**config.mk**
```make
export PLATFORM = sky130hd
export DESIGN_NAME = cronometro_ctrl
export DESIGN_NICKNAME = d
export VERILOG_FILES = /design/src/rtl/cronometro_ctrl.sv
export SDC_FILE = /design/constraint.sdc
export NUM_CORES = 1
export LEC_CHECK = 0
export ABC_AREA = 1
export BUFFER_PORTS_ARGS = -buffer_cell sky130_fd_sc_hd__buf_2
export CAP_MARGIN = 20
export CORE_MARGIN = 5
export CORE_UTILIZATION = 50
export CTS_CLUSTER_DIAMETER = 100
export CTS_CLUSTER_SIZE = 40
export DETAILED_ROUTE_END_ITERATION = 7
export PLACE_DENSITY = 0.74
export SLEW_MARGIN = 5
export SYNTH_ARGS = -nofsm -noshare
export SYNTH_HDL_FRONTEND = slang
export SYNTH_SLANG_ARGS = --single-unit
```
**constraint.sdc**
```tcl
create_clock -name clk -period 1.2 [get_ports clk]
set_input_delay 0.06 -clock clk [delete_from_list [all_inputs] [get_ports clk]]
set_output_delay 0.06 -clock clk [all_outputs]
set_load 0.01 [all_outputs]
```
**src/rtl/cronometro_ctrl.sv**
```systemverilog
// Stopwatch control FSM: turns debounced start/stop and lap buttons into counter
// enable/clear, a display-freeze flag, a saturating lap count and a long-press clear.
module cronometro_ctrl #(
  parameter int unsigned LONG_PRESS = 150,
  parameter int unsigned LAP_W      = 4
) (
  input  logic             clk,
  input  logic             rst,
  input  logic             tick,
  input  logic             btn_ss,
  input  logic             btn_lap,
  input  logic             overflow,
  output logic             count_en,
  output logic             count_clr,
  output logic             disp_freeze,
  output logic [LAP_W-1:0] lap_cnt,
  output logic [1:0]       state
);

  localparam int unsigned HOLD_W = $clog2(LONG_PRESS + 1);
  localparam logic [LAP_W-1:0]  LAP_MAX  = '1;
  localparam logic [HOLD_W-1:0] HOLD_MAX = HOLD_W'(LONG_PRESS);
  localparam logic [HOLD_W-1:0] HOLD_ARM = HOLD_W'(LONG_PRESS - 1);

  typedef enum logic [1:0] {
    IDLE  = 2'b00,
    RUN   = 2'b01,
    LAP   = 2'b10,
    PAUSE = 2'b11
  } state_t;

  state_t            state_q, state_d;
  logic [LAP_W-1:0]  lap_q, lap_d;
  logic              clr_q, clr_d;
  logic [HOLD_W-1:0] hold_q;
  logic              ss_prev, lap_prev;
  logic              ss_rise, lap_rise, long_clr;

  assign ss_rise  = btn_ss & ~ss_prev;
  assign lap_rise = btn_lap & ~lap_prev;
  // Fires once per press: hold saturates past the arming value until release.
  assign long_clr = tick & btn_ss & (hold_q == HOLD_ARM);

  // Button history and long-press hold counter
  always_ff @(posedge clk) begin
    if (!rst) begin
      ss_prev  <= 1'b1;
      lap_prev <= 1'b1;
      hold_q   <= '0;
    end else begin
      ss_prev  <= btn_ss;
      lap_prev <= btn_lap;
      if (!btn_ss)
        hold_q <= '0;
      else if (tick && (hold_q != HOLD_MAX))
        hold_q <= hold_q + HOLD_W'(1);
    end
  end

  // State, lap count and clear pulse registers
  always_ff @(posedge clk) begin
    if (!rst) begin
      state_q <= IDLE;
      lap_q   <= '0;
      clr_q   <= 1'b0;
    end else begin
      state_q <= state_d;
      lap_q   <= lap_d;
      clr_q   <= clr_d;
    end
  end

  // Next-state logic; events in priority order long_clr, overflow, ss_rise, lap_rise
  always_comb begin
    state_d = state_q;
    lap_d   = lap_q;
    clr_d   = 1'b0;
    if (long_clr) begin
      state_d = IDLE;
      lap_d   = '0;
      clr_d   = 1'b1;
    end else begin
      case (state_q)
        IDLE: begin
          if (ss_rise) state_d = RUN;
        end
        RUN: begin
          if (overflow || ss_rise) begin
            state_d = PAUSE;
          end else if (lap_rise) begin
            state_d = LAP;
            if (lap_q != LAP_MAX) lap_d = lap_q + LAP_W'(1);
          end
        end
        LAP: begin
          if (overflow || ss_rise) state_d = PAUSE;
          else if (lap_rise)       state_d = RUN;
        end
        PAUSE: begin
          // A start press cannot resume while the counter sits at its maximum.
          if (ss_rise) begin
            if (!overflow) state_d = RUN;
          end else if (lap_rise) begin
            state_d = IDLE;
            lap_d   = '0;
            clr_d   = 1'b1;
          end
        end
        default: state_d = IDLE;
      endcase
    end
  end

  assign count_en    = (state_q == RUN) || (state_q == LAP);
  assign disp_freeze = (state_q == LAP);
  assign count_clr   = clr_q;
  assign lap_cnt     = lap_q;
  assign state       = state_q;

endmodule

```
==> results.yml <==
critical_path:
  reg2reg_to: "lap_cnt[1]"
  path_cells: "inv_4, ha_4, nand4_1, nand3_2, nor2_4, nand2_1, a21oi_2"
  worstPathMaxFanout: 5
  cp_slowest_cell: "dfxtp_4"
  timing.rr.start: "state[1]"
  r2r_cells: 7
  critPathLaunchType: "flop"
  arrival_ns: 1.49
  path_class: "reg2reg"
  setup.worst_path.start: "state[1]"
  crit_end: "lap_cnt[1]"
  rrSetupSlack_ns: -0.06
  slowest_delay_ns: 0.41
  crit_path_end_kind: "flop"
  critPathRequiredTime_ns: 1.44
logic_synthesis:
  yosys.area.top_type: "dfxtp_1"
  ys_seq_area_share_pct: 31.9
  synth_compound_area_share_pct: 7.04
  synthMuxAreaShare_pct: 0
  syn_nets: 173
  yosys.area_share.adder_pct: 9.39
  synthCells: 159
  yosysUniqueCellTypes: 19
  synth_top_family_by_area: "simple AND/OR/NAND/NOR gates"
  ys.warnings.count: 0
  synth-seq-cells: 17
  yosys.area.top_type_share_pct: 31.9
  synth_area_leaders: "dfxtp_1 32%, nand2_1 17%, ha_1 9.4%"
  post_synth.cell_area_avg_um2: 6.70
  syn_area_um2: 1070
  synth-simple-area-share_pct: 37.3
  yosys.area_share.xor_xnor_pct: 4.93
power_and_ir_drop:
  ir_drop_mv: 0.889
  leakage_nw: 0.698
  power_density_nw_per_um2: 1040
  total_power_mw: 1.54
grt:
  grt_max_degree: 11
  grt_pass1_wl_um: 4260
  gr-usage-all-layers_pct: 16.8
  antenna_found_initial: 0
  grt_pass1_vias: 1075
  grt.overflow.total: 0
detailed_routing:
  first_pass_iters: 4
  via_count: 1113
  wire_per_inst_um: 12.1
  detail-route-antenna-nets: 0
  wirelength_um: 2660
  drt_iter0_markers: 33
  drc: 0
  drt-vias-per-instance: 5.06
finish:
  num-nets-final: 208
  syn_to_final_growth_pct: 38.5
  final_common_cell: "nand2_1"
  drive_gt1_share_pct: 42.0
  diodes: 0
  stdcell_area_um2: 1480
  final_cell_mix: "41 x nand2_1, 18 x inv_1, 14 x buf_2"
cts:
  cts_sinks: 17
  clockBufferDepth: 2
  clock_tree.root_cell: "clkbuf_4"
  cts_made_buffers: 3
  cts_max_level: 1
  cts.reportedPaths.clkPinSlew_ns: 0.10
  cts_tree: "built"
  insertion_delay_ns: 0.29
placed_design:
  detailed_place_hpwl_um: 1820
  dpl_cell_area_um2: 1270
  io_buffers: 14
  gp_congestion: 0.815
floorplan:
  dieArea_um2: 3160
  die_y_um: 56.2
  die_x_um: 56.2
  core_area_um2: 2000
  ios: 15
  std_cell_rows: 16
  start_util_pct: 53.2
timing:
  finalHoldViolations: 0
  rsz0062_at_grt: "true"
  setup_viol: 14
  fin_ws_ns: -0.0558
  tns_ns: -0.344
  fmax_mhz: 796
  finClkSkew_ns: 0.00504
  min_period_over_period_pct: 105
  slew_headroom_pct: 73.6
  worst_slew_pin_slew_ns: 0.396
  drv_slew: 0
  min_period_ns: 1.26
hold_path:
  holdCritPathClass: "in2reg"
run_status:
  run_status: "complete, but fails checks"
  violations: "negative setup slack"
run:
  maxCapViolCount: 0
==> registers in the layout, summed over array words and instances, names as in the netlist <==
register / flops
lap_prev: 1
count_clr: 1
lap_cnt: 4
hold_q: 8
ss_prev: 1
state: 2
==> power by group <==
group / internal, mW / switching, mW
combinational: 0.253 / 0.311
clock: 0.124 / 0.186
sequential: 0.608 / 0.0573
total: 0.985 / 0.554
==> cells in the mapped netlist (all sizes together) <==
| master | count |
|---|---|
| nand2 | 53 |
| inv | 24 |
| dfxtp | 17 |
| nor2 | 17 |
| a21oi | 13 |
| nand3 | 11 |
| ha | 8 |
| nand4 | 5 |
| xor2 | 5 |
| o21ai | 2 |
| buf | 1 |
| nor3 | 1 |
| or2 | 1 |
| xnor2 | 1 |
==> worst min path at each step <==
stage / start / end / slack (ns) / cells after the start
floorplan: rst / ss_prev / 0.13 / 1
global route: btn_ss / ss_prev / 0.02 / 3
global placement: rst / ss_prev / 0.27 / 2
detailed placement: rst / ss_prev / 0.28 / 2
finish: btn_ss / ss_prev / 0.02 / 3
CTS: btn_ss / ss_prev / 0.01 / 3
==> cell families after synthesis <==
group / count (synthesis)
xor gates and xnor gates: 6
and+or+nand+nor: 88
DFF: 17
AOI/OAI and AO/OA: 15
adders and majority gates: 8
buffers and inverters: 25
==> final cells by class <==
| type | instances | area, µm² |
|---|---|---|
| Multi-Input combinational cell | 118 | 762 |
| Clock inverter | 1 | 5.00 |
| Sequential cell | 17 | 357 |
| Timing Repair Buffer | 29 | 188 |
| Fill cell | 160 | 526 |
| Inverter | 24 | 103 |
| Clock buffer | 3 | 22.5 |
| Tap cell | 27 | 33.8 |
| Timing Repair inverter | 1 | 6.26 |
==> stage by stage <==
step / cells / hold slack, ns / setup WS, ns / utilization (%)
finish: 220 / 0.0186 / -0.0558 / 73.8
global route: 220 / 0.0189 / -0.131 / 73.8
CTS: 219 / 0.0118 / -0.0595 / 67.9
detailed placement: 209 / 0.276 / -0.139 / 63.6
global placement: 209 / 0.270 / -0.107 / 63.6
floorplan: 159 / 0.129 / -0.00842 / -
==> per-layer routing <==
layer / global-route usage, % / share of wire [%] / up-vias
li1: - / - / 569
met1: 15.7 / 42 / 520
met2: 31.9 / 53 / 22
met3: 6.96 / 4.9 / 2
met4: 6.44 / 0.45 / 0
met5: 0 / 0 / -
==> critical path, delay by kind of cell, from the launching register on <==
family                   cells  cell delay [ns]
AO/OA/AOI/OAI                1             0.12
adder cells (fa/ha/maj)      1             0.17
buffers and inverters        1             0.05
flip-flops                   1             0.41
AND/OR/NAND/NOR              4             0.45
==> timing repair <==
item	in CTS	in global routing
buffers inserted	2	1
gates cloned	2	0
hold buffers	2	0
setup endpoints to repair	16	16
hold endpoints to repair	2	0
pin swaps	3	7
gates resized for setup	9	35
(Power assumes the default switching activity.)
